<file path="config.mk">
export PLATFORM = sky130hd
export DESIGN_NAME = spi_target_flat
export DESIGN_NICKNAME = d
export VERILOG_FILES = /design/src/rtl/spi_target_if.sv /design/src/rtl/spi_target.sv /design/src/flat_wrapper.sv
export SDC_FILE = /design/constraint.sdc
export NUM_CORES = 1
export LEC_CHECK = 0
export ABC_AREA = 1
export BUFFER_PORTS_ARGS = -buffer_cell sky130_fd_sc_hd__buf_2
export CAP_MARGIN = 20
export CORE_ASPECT_RATIO = 0.75
export CORE_MARGIN = 5
export CORE_UTILIZATION = 50
export DETAILED_ROUTE_END_ITERATION = 8
export PLACE_DENSITY = 0.86
export SYNTH_ARGS = -nofsm -noshare
export SYNTH_HDL_FRONTEND = slang
export SYNTH_SLANG_ARGS = --single-unit
</file>
<file path="constraint.sdc">
create_clock -name clk_in -period 5.25 [get_ports clk_in]
set_clock_uncertainty 0.2 [all_clocks]
set_input_delay 1.3125 -clock clk_in [delete_from_list [all_inputs] [get_ports clk_in]]
set_output_delay 1.3125 -clock clk_in [all_outputs]
set_load 0.05 [all_outputs]
</file>
<file path="src/rtl/spi_target_if.sv">
// Signal bundle between the SPI target and its surroundings: SPI pins plus
// the parallel response/receive words and frame status.
interface spi_target_if #(
    parameter int SIZE = 40
);
    logic            sck_in;
    logic            cs_n_in;
    logic            mosi_in;
    logic            miso_out;
    logic            miso_oe_out;
    logic [SIZE-1:0] tx_data_in;
    logic [SIZE-1:0] rx_data_out;
    logic            rx_valid_out;
    logic            frame_err_out;
    logic            busy_out;

    // The target side of the link.
    modport slave (
        input  sck_in, cs_n_in, mosi_in, tx_data_in,
        output miso_out, miso_oe_out, rx_data_out, rx_valid_out,
        frame_err_out, busy_out
    );

    // The side that drives the SPI pins and consumes the results.
    modport master (
        output sck_in, cs_n_in, mosi_in, tx_data_in,
        input  miso_out, miso_oe_out, rx_data_out, rx_valid_out,
        frame_err_out, busy_out
    );
endinterface

</file>
<file path="src/rtl/spi_target.sv">
// Mode-3 SPI target with fixed-length datagrams, fully oversampled in the
// clk_in domain. Stands in for an external stepper-driver register file.
module spi_target #(
    parameter int SIZE        = 40,
    parameter int SYNC_STAGES = 2
) (
    input logic        clk_in,
    input logic        reset_in,
    spi_target_if.slave bus
);
    localparam int               CNT_W    = $clog2(SIZE + 2);
    localparam logic [CNT_W-1:0] CNT_FULL = CNT_W'(SIZE);
    localparam logic [CNT_W-1:0] CNT_MAX  = CNT_W'(SIZE + 1);
    // Synchronizers come out of reset as {sck high, cs_n low, mosi 0}: the
    // link is assumed busy until cs_n is actually observed high.
    localparam logic [2:0]       SYNC_RST = 3'b100;

    typedef enum logic [1:0] {IDLE, ACTIVE, WAIT_IDLE} state_t;

    logic [2:0] pins;
    assign pins = {bus.sck_in, bus.cs_n_in, bus.mosi_in};

    for (genvar gi = 0; gi < SYNC_STAGES; gi++) begin : g_sync
        logic [2:0] stage_d;
        logic [2:0] stage_reg;
        if (gi == 0) begin : g_first
            assign stage_d = pins;
        end else begin : g_chain
            assign stage_d = g_sync[gi-1].stage_reg;
        end
        always_ff @(posedge clk_in or posedge reset_in) begin
            if (reset_in) stage_reg <= SYNC_RST;
            else          stage_reg <= stage_d;
        end
    end

    logic sck_s, cs_s, mosi_s;
    assign {sck_s, cs_s, mosi_s} = g_sync[SYNC_STAGES-1].stage_reg;

    logic sck_prev_reg, cs_prev_reg;
    always_ff @(posedge clk_in or posedge reset_in) begin
        if (reset_in) begin
            sck_prev_reg <= 1'b1;
            cs_prev_reg  <= 1'b0;
        end else begin
            sck_prev_reg <= sck_s;
            cs_prev_reg  <= cs_s;
        end
    end

    logic sck_rise, sck_fall, cs_rise, cs_fall;
    assign sck_rise = sck_s & ~sck_prev_reg;
    assign sck_fall = ~sck_s & sck_prev_reg;
    assign cs_rise  = cs_s & ~cs_prev_reg;
    assign cs_fall  = ~cs_s & cs_prev_reg;

    state_t           state_reg, state_next;
    logic [SIZE-1:0]  tx_shift_reg, tx_shift_next;
    logic [SIZE-1:0]  rx_shift_reg, rx_shift_next;
    logic [SIZE-1:0]  rx_data_reg, rx_data_next;
    logic [CNT_W-1:0] bit_cnt_reg, bit_cnt_next;
    logic             miso_reg, miso_next;
    logic             rx_valid_reg, rx_valid_next;
    logic             frame_err_reg, frame_err_next;

    // Starting in WAIT_IDLE is equivalent to the IDLE/WAIT_IDLE choice: with
    // cs_n high the synchronized level reaches WAIT_IDLE's exit condition
    // before any frame could legally start.
    always_ff @(posedge clk_in or posedge reset_in) begin
        if (reset_in) begin
            state_reg     <= WAIT_IDLE;
            tx_shift_reg  <= '0;
            rx_shift_reg  <= '0;
            rx_data_reg   <= '0;
            bit_cnt_reg   <= '0;
            miso_reg      <= 1'b0;
            rx_valid_reg  <= 1'b0;
            frame_err_reg <= 1'b0;
        end else begin
            state_reg     <= state_next;
            tx_shift_reg  <= tx_shift_next;
            rx_shift_reg  <= rx_shift_next;
            rx_data_reg   <= rx_data_next;
            bit_cnt_reg   <= bit_cnt_next;
            miso_reg      <= miso_next;
            rx_valid_reg  <= rx_valid_next;
            frame_err_reg <= frame_err_next;
        end
    end

    always_comb begin
        state_next     = state_reg;
        tx_shift_next  = tx_shift_reg;
        rx_shift_next  = rx_shift_reg;
        rx_data_next   = rx_data_reg;
        bit_cnt_next   = bit_cnt_reg;
        miso_next      = miso_reg;
        rx_valid_next  = 1'b0;
        frame_err_next = 1'b0;
        case (state_reg)
            IDLE: begin
                if (cs_fall) begin
                    tx_shift_next = bus.tx_data_in;
                    bit_cnt_next  = '0;
                    miso_next     = 1'b0;
                    state_next    = ACTIVE;
                end
            end
            ACTIVE: begin
                // Deselect takes priority over any coincident SCK edge.
                if (cs_rise) begin
                    state_next = IDLE;
                    miso_next  = 1'b0;
                    if (bit_cnt_reg == CNT_FULL) begin
                        rx_data_next  = rx_shift_reg;
                        rx_valid_next = 1'b1;
                    end else begin
                        frame_err_next = 1'b1;
                    end
                end else begin
                    if (sck_fall) begin
                        miso_next     = tx_shift_reg[SIZE-1];
                        tx_shift_next = {tx_shift_reg[SIZE-2:0], 1'b0};
                    end
                    if (sck_rise) begin
                        rx_shift_next = {rx_shift_reg[SIZE-2:0], mosi_s};
                        if (bit_cnt_reg != CNT_MAX)
                            bit_cnt_next = bit_cnt_reg + CNT_W'(1);
                    end
                end
            end
            WAIT_IDLE: begin
                if (cs_s) state_next = IDLE;
            end
            default: state_next = IDLE;
        endcase
    end

    assign bus.miso_out      = miso_reg;
    assign bus.miso_oe_out   = (state_reg == ACTIVE);
    assign bus.busy_out      = (state_reg == ACTIVE);
    assign bus.rx_data_out   = rx_data_reg;
    assign bus.rx_valid_out  = rx_valid_reg;
    assign bus.frame_err_out = frame_err_reg;
endmodule

</file>
<file path="src/flat_wrapper.sv">
// flat-port wrapper written by rule: the top's interface ports become plain ports
module spi_target_flat 
#(
    parameter int SIZE        = 40,
    parameter int SYNC_STAGES = 2
)
  (clk_in, reset_in, bus_sck_in, bus_cs_n_in, bus_mosi_in, bus_tx_data_in, bus_miso_out, bus_miso_oe_out, bus_rx_data_out, bus_rx_valid_out, bus_frame_err_out, bus_busy_out);
  spi_target_if #(.SIZE(SIZE)) bus_i ();
  input logic clk_in;
  input logic reset_in;
  input wire logic [$bits(bus_i.sck_in)-1:0] bus_sck_in;
  input wire logic [$bits(bus_i.cs_n_in)-1:0] bus_cs_n_in;
  input wire logic [$bits(bus_i.mosi_in)-1:0] bus_mosi_in;
  input wire logic [$bits(bus_i.tx_data_in)-1:0] bus_tx_data_in;
  output wire logic [$bits(bus_i.miso_out)-1:0] bus_miso_out;
  output wire logic [$bits(bus_i.miso_oe_out)-1:0] bus_miso_oe_out;
  output wire logic [$bits(bus_i.rx_data_out)-1:0] bus_rx_data_out;
  output wire logic [$bits(bus_i.rx_valid_out)-1:0] bus_rx_valid_out;
  output wire logic [$bits(bus_i.frame_err_out)-1:0] bus_frame_err_out;
  output wire logic [$bits(bus_i.busy_out)-1:0] bus_busy_out;
  assign bus_i.sck_in = bus_sck_in;
  assign bus_i.cs_n_in = bus_cs_n_in;
  assign bus_i.mosi_in = bus_mosi_in;
  assign bus_i.tx_data_in = bus_tx_data_in;
  assign bus_miso_out = bus_i.miso_out;
  assign bus_miso_oe_out = bus_i.miso_oe_out;
  assign bus_rx_data_out = bus_i.rx_data_out;
  assign bus_rx_valid_out = bus_i.rx_valid_out;
  assign bus_frame_err_out = bus_i.frame_err_out;
  assign bus_busy_out = bus_i.busy_out;
  spi_target #(.SIZE(SIZE), .SYNC_STAGES(SYNC_STAGES)) u_core (.clk_in(clk_in), .reset_in(reset_in), .bus(bus_i));
endmodule
</file>
; Word-level counts from Yosys, hierarchy flattened
; Index checks and enable logic that the tools add are counted.
[word_totals]
in_bits = 45
wordCells = 65
output_inout_bits = 45
register_bits = 139
[op_classes]
n_reduce_logical = 8
eq_ne = 12
muxes = 23
bitwise = 9
add_sub_neg = 1
[op_table]
columns = operator, count
row1 = 40-bit two-way mux, 3
row2 = 40-bit one-hot mux with 2 select lines, 1
row3 = 6-bit two-way mux, 4
row4 = "2-bit by 1-bit inequality test with 1-bit output, second input constant", 6
row5 = 6-bit one-hot mux with 2 select lines, 1
row6 = 3-bit AND reduction, 4
row7 = 1-bit two-way mux, 9
row8 = "6-bit by 1-bit adder with 6-bit output, second input constant", 1
row9 = "6-bit == test, second input constant", 1
row10 = 2-bit two-way mux, 3
row11 = "6-bit inequality test, second input constant", 1
row12 = 2-bit one-hot mux with 3 select lines, 1
row13 = 1-bit inverter, 5
row14 = 5-bit AND reduction, 1
row15 = 1-bit bitwise AND, 4
row16 = 4-bit AND reduction, 1
row17 = "3-bit by 1-bit inequality test with 1-bit output, second input constant", 1
row18 = "2-bit by 1-bit == test with 1-bit output, second input constant", 1
row19 = "2-bit == test, second input constant", 1
row20 = 2-bit logical NOT, 1
row21 = "2-bit inequality test, second input constant", 1
row22 = 1-bit one-hot mux with 2 select lines, 1
row23 = 2-bit nonzero test, 1

; Longest topological paths before layout
; Gate-level depths: netlist of run 1.
[logic_depth]
depth_word = 5
mapped_depth = 9
ltp_nobuf = 8

; Worst setup path after synthesis of run 1
; OpenSTA, ideal clock, no wires.
[synth_path]
path_type = register to output
startpoint = register u_core.state_reg[0]
endpoint = output port bus_miso_oe_out
path_slack_ns = 2.520
path_buffers = 2
arrival_ns = 1.217
required_ns = 3.738
stages_incl_launch_ff = 5
cell_sequence = dfrtp_1 > inv_2 > nor2_8 > buf_2 > buf_4
[synth_via]
elab_chain_cells = 1
[synth_lines]
columns = item, line
row1 = start: declaration, spi_target.sv:57  ; state_t state_reg, state_next;
row2 = start signal: assignment, spi_target.sv:80  ; state_reg <= state_next;
row3 = 2-bit by 1-bit == test with 1-bit output, -
row4 = end: declaration, flat_wrapper.sv:16  ; output wire logic [$bits(bus_i.miso_oe_out)-1:0] bus_miso_oe_out;
; No other way between the ends.

; Final worst setup path of run 1
[layout_path]
startpoint = register u_core.state_reg[0]
endpoint = output port bus_miso_oe_out
[layout_via]
elab_chain_cells = 1
[layout_lines]
columns = item, line
row1 = 2-bit by 1-bit == test with 1-bit output, spi_target.sv:140  ; assign bus.miso_oe_out = (state_reg == ACTIVE);
; No other way between the ends.

==> flow_summary.yaml, run 1 <==
outcome:
  outcome: "complete, no violations"
critical_path:
  path_class: "flip-flop to output port"
  path_cells: "inv_2 -> nor2_8 -> buf_2"
  r2r_setup_slack_ns: 2.29
  arrival_ns: 1.88
  cp-start-kind: "flip-flop"
  slowest_stage: "nor2_8"
  cp_max_fo: 51
  regToRegEndpoint: "u_core.bit_cnt_reg[4]"
  critical_path.max_stage_delay_ns: 0.55
  worstPathRequired_ns: 3.74
  r2r_start: "u_core.state_reg[0]"
  worstRegToRegCells: 7
  cp-end-kind: "output port"
clocking:
  ctsResizeCount: 0
  postCtsSetupRepairBufs: 0
  cts_tree: "done"
  cts_root_buf: "clkbuf_16"
  cts_buffer_depth: 2
  clock_sinks: 139
  insertion_delay_ns: 0.41
  clkTransAtPathRegs_ns: 0.06
  cts_max_level: 4
  cts_inserted_buffers: 17
  ctsHoldBuffers: 0
detailed_routing:
  drc: 0
  vias: 4636
  totalWireLength_um: 12300
  ant_nets: 0
  highest_layer: "met4"
  initialDrtViolationCount: 410
  wl_per_cell_um: 13.1
  dr.pass1.iters: 5
  wl_met2_um: 5950
  wl_met3_um: 586
  wl_met1_um: 5530
  vias_per_cell: 4.93
layout:
  layout.nets: 814
  area_growth_pct: 17.3
  design_area_mm2: 0.00710
  multiInputGateArea_mm2: 0.00209
  finalNonFillerCells: 941
  drive_gt1_share_pct: 20.9
  fill_cells: 1004
  diodes: 0
  regArea_mm2: 0.00348
die:
  ios: 90
  start_util_pct: 51.5
  design.core.area_mm2: 0.0117
  num_rows: 34
  die_h_um: 105
  die_w_um: 137
  dieArea_mm2: 0.0144
yosys:
  synth_async_sr_flop_share_pct: 100
  synth_area_mm2: 0.00605
  synthFlopType: "dfrtp_1"
  syn_inst: 694
  syn-num-nets: 742
  synth.most_common_cell: "nand2_1"
  yosysSeqAreaShare_pct: 57.6
  yosysTopAreaCell: "dfrtp_1"
  synth_common_cells: "nand2_1, dfrtp_1, inv_1"
  ys_warn_count: 0
  synthDistinctLibCells: 25
  synth_top_area_share_pct: 55.8
  synth_edf_count: 0
  synthTopCellsByArea: "dfrtp_1, nand2_1, nand3_1"
  syn_avg_cell_area_um2: 8.72
  ys_ff_latch: 139
sta:
  finalHoldViolations: 0
  fin_setup_tns_ns: 0
  tightest_slew_ns: 0.901
  fmax_mhz: 295
  rsz0062_at_grt: "no"
  post-route-min-period_ns: 3.39
  period_share_pct: 64.6
  relSlewSlack_pct: 39.9
  drv_slew: 0
  setup_viol: 0
  fin_hold_ws_ns: 0.154
worst_hold_path:
  holdPathStages: 0
  hp-class: "flip-flop to flip-flop"
  holdPathEnd: "u_core.g_sync[1].stage_reg[0]"
  hp-start: "u_core.g_sync[0].stage_reg[0]"
placed_design:
  place_congestion: 0.782
  place_area_mm2: 0.00645
  dp_hpwl_um: 7460
  io_buffers: 89
  placed_cells_incl_taps: 908
grt:
  track_usage_pct: 18.2
  grt-ovfl-total: 0
  first_global_vias: 4470
  antenna_found_initial: 0
  grt_pass1_wl_um: 21200
  grt_max_degree: 116
power_and_ir_drop:
  pwr_density_cell_mw_per_mm2: 437
  p_leak_nw: 3.68
  vdd_drop_max_uv: 268
flow_run:
  max_cap_viol_count: 0
-- cells in the final DEF, fill, tap and decap left out, types with 2 or more instances in the layout --
master	Yosys	layout
nand2_1	301	301
dfrtp_1	135	135
buf_2	16	89
inv_1	52	51
nand3_1	47	47
o21ai_0	43	43
o21ai_1	25	25
o21ai_2	22	22
clkbuf_16	0	17
nor2_1	7	7
inv_6	0	7
inv_8	0	4
dfstp_2	4	4
nand2_2	3	3
ha_1	3	3
bufinv_16	0	3
inv_2	2	2
nand2_4	2	2
nor3_1	2	2
buf_4	2	2
-- logic make-up (layout without fill, tap and decap cells) --
logic type / after synthesis / count (layout) / share of synthesized area (%)
flops: 139 / 139 / 57.6
buf+inv: 94 / 179 / 7.94
compound gates: 91 / 91 / 8.89
fa+ha+maj: 3 / 3 / 0.620
simple gates: 367 / 367 / 25.0
-- power breakdown --
| part | internal (W) | switching [W] | leakage, nW |
|---|---|---|---|
| clock network | 0.000769 | 0.000500 | 0.307 |
| logic | 0.000163 | 0.000331 | 1.52 |
| registers | 0.00124 | 0.0000974 | 1.85 |
| total | 0.00217 | 0.000928 | 3.68 |
-- cell type report --
type	instances	area share, %
Clock buffer	17	5.99
Clock inverter	15	2.82
Inverter	55	3.01
Multi-Input combinational cell	461	29.4
Sequential cell	139	49.1
Tap cell	162	2.85
Timing Repair Buffer	92	6.87
-- through the flow --
| step | util, % | setup slack [ns] | power, W |
|---|---|---|---|
| 2_1_floorplan | - | 0.0196 | 0.00175 |
| 3_3_place_gp | 54.9 | 2.31 | 0.00182 |
| 3_5_place_dp | 54.9 | 2.29 | 0.00184 |
| 4_1_cts | 60.2 | 1.84 | 0.00313 |
| 5_1_grt | 60.5 | 1.78 | 0.00327 |
| 6_report | 60.5 | 1.86 | 0.00310 |
-- worst max-delay path by stage --
stage                         from  depth (start not counted)  slack, ns                     to
2_1_floorplan             reset_in                          1       0.02  u_core.bit_cnt_reg[0]
3_3_place_gp   u_core.state_reg[0]                          3       2.31        bus_miso_oe_out
3_5_place_dp   u_core.state_reg[0]                          3       2.29        bus_miso_oe_out
4_1_cts        u_core.state_reg[0]                          3       1.84        bus_miso_oe_out
5_1_grt        u_core.state_reg[0]                          3       1.78        bus_miso_oe_out
6_report       u_core.state_reg[0]                          3       1.86        bus_miso_oe_out
-- worst max-delay path: cells and delay by family (launching register included) --
kind | cells | cell delay [ns]
and+or+nand+nor | 1 | 0.55
DFF | 1 | 0.42
buffers and inverters | 2 | 0.48
-- layer usage --
layer  track usage, %  vias to the layer above
li1                 -                     2306
met3             4.00                       20
met1             25.0                     2202
met5                0                        -
met2             28.0                      108
met4             7.83                        0
(Power assumes the default switching activity.)
==> run 2, diff against run 1 <==
--- a/config.mk
+++ b/config.mk
@@ -12,7 +12,7 @@
 export CORE_MARGIN = 5
 export CORE_UTILIZATION = 50
 export DETAILED_ROUTE_END_ITERATION = 8
-export PLACE_DENSITY = 0.86
+export PLACE_DENSITY = 0.83
 export SYNTH_ARGS = -nofsm -noshare
 export SYNTH_HDL_FRONTEND = slang
 export SYNTH_SLANG_ARGS = --single-unit
==> constraint.sdc (replaced) <==
create_clock -name clk_in -period 3.2 [get_ports clk_in]
set_clock_uncertainty 0.2 [all_clocks]
set_input_delay 0.8 -clock clk_in [delete_from_list [all_inputs] [get_ports clk_in]]
set_output_delay 0.8 -clock clk_in [all_outputs]
set_load 0.05 [all_outputs]
==> flow_summary.yaml, run 2 (synthesis gave the netlist of run 1 again) <==
outcome:
  outcome: "complete, no violations"
sta:
  relSlewSlack_pct: 40.4
  setup_viol: 0
  post-route-min-period_ns: 2.43
  drv_slew: 0
  tightest_slew_ns: 0.894
  finalHoldViolations: 0
  fin_setup_tns_ns: 0
  fmax_mhz: 411
  rsz0062_at_grt: "no"
  fin_ws_ns: 0.765
  period_share_pct: 76.1
clocking:
  ctsResizeCount: 0
  cts_inserted_buffers: 17
  ctsHoldBuffers: 0
  insertion_delay_ns: 0.40
  cts_max_level: 4
  cts_buffer_depth: 2
  postCtsSetupRepairBufs: 0
  clkTransAtPathRegs_ns: 0.06
  cts_root_buf: "clkbuf_16"
  clock_sinks: 139
  cts_tree: "done"
die:
  die_w_um: 137
  design.core.area_mm2: 0.0117
  start_util_pct: 51.5
  num_rows: 34
  ios: 90
  dieArea_mm2: 0.0144
  die_h_um: 105
worst_hold_path:
  holdPathStages: 0
  hp-class: "flip-flop to flip-flop"
  hp-start: "u_core.g_sync[0].stage_reg[0]"
  holdPathEnd: "u_core.g_sync[1].stage_reg[0]"
grt:
  track_usage_pct: 17.2
  grt_max_degree: 140
  antenna_found_initial: 0
  grt-ovfl-total: 0
  first_global_vias: 4226
  grt_pass1_wl_um: 20300
power_and_ir_drop:
  power_w: 0.00499
  p_leak_nw: 3.67
  vdd_drop_max_uv: 393
  pwr_density_cell_mw_per_mm2: 704
placed_design:
  place_congestion: 0.773
  placed_cells_incl_taps: 911
  pre_cts_slack_ns: 0.786
  dp_hpwl_um: 7070
  place_area_mm2: 0.00648
  io_buffers: 89
critical_path:
  worstPathRequired_ns: 2.20
  worstRegToRegCells: 6
  path_class: "flip-flop to output port"
  r2r_start: "u_core.state_reg[1]"
  cp-end-kind: "output port"
  r2r_setup_slack_ns: 0.77
  regToRegEndpoint: "u_core.bus.rx_data_out[6]"
  cp_max_fo: 14
  arrival_ns: 1.43
  cp-start-kind: "flip-flop"
layout:
  drive_gt1_share_pct: 20.9
  layout.nets: 816
  layout_common_cells: "nand2_1, dfrtp_1, buf_2"
  diodes: 0
  finalNonFillerCells: 943
  regArea_mm2: 0.00348
  fill_cells: 1025
  design_area_mm2: 0.00709
  final_common_cell: "nand2_1"
  area_growth_pct: 17.2
  multiInputGateArea_mm2: 0.00209
detailed_routing:
  drc: 0
  vias_per_cell: 4.70
  totalWireLength_um: 11600
  initialDrtViolationCount: 288
  wl_per_cell_um: 12.3
  vias: 4433
  ant_nets: 0
  dr.pass1.iters: 5
flow_run:
  max_cap_viol_count: 0
run 2: per-layer routing:
metal	up-vias	track usage [%]	routed length [um]
met4	0	5.34	71
met5	-	0	0
met1	2032	25.1	5680
met2	77	25.6	5440
met3	5	4.19	438
li1	2319	-	-
run 2: final cells by class:
cell class,count,area share [%]
Clock inverter,12,2.29
Clock buffer,20,6.30
Multi-Input combinational cell,461,29.4
Tap cell,162,2.86
Sequential cell,139,49.1
Inverter,55,3.00
Timing Repair Buffer,94,6.99
run 2: per-stage QoR:
stage	utilization, %	hold slack [ns]
final	60.4	0.155
after global routing	60.4	0.160
after CTS	60.4	0.159
after detailed placement	55.2	0.147
after global placement	55.2	0.133
after floorplan	-	0.131
run 2: worst max path at each step:
stage,from,end
floorplan,reset_in,u_core.bit_cnt_reg[0]
global placement,u_core.state_reg[1],u_core.bus.rx_data_out[27]
detailed placement,u_core.state_reg[1],u_core.bus.rx_data_out[23]
CTS,u_core.state_reg[0],bus_miso_oe_out
global route,u_core.state_reg[1],u_core.bus.rx_data_out[6]
finish,u_core.state_reg[0],bus_miso_oe_out
run 2: power breakdown:
part | internal, W | switching [W] | leakage [nW] | total (W)
Clock | 0.00126 | 0.000743 | 0.292 | 0.00200
Combinational | 0.000269 | 0.000527 | 1.53 | 0.000796
Sequential | 0.00204 | 0.000152 | 1.85 | 0.00219
Total | 0.00357 | 0.00142 | 3.67 | 0.00499
run 2: worst max-delay path, stage by stage, from the launching register on:
cell and delay, ns:
dfrtp_1 0.42, inv_2 0.09, nor2_8 0.21, buf_2 0.31
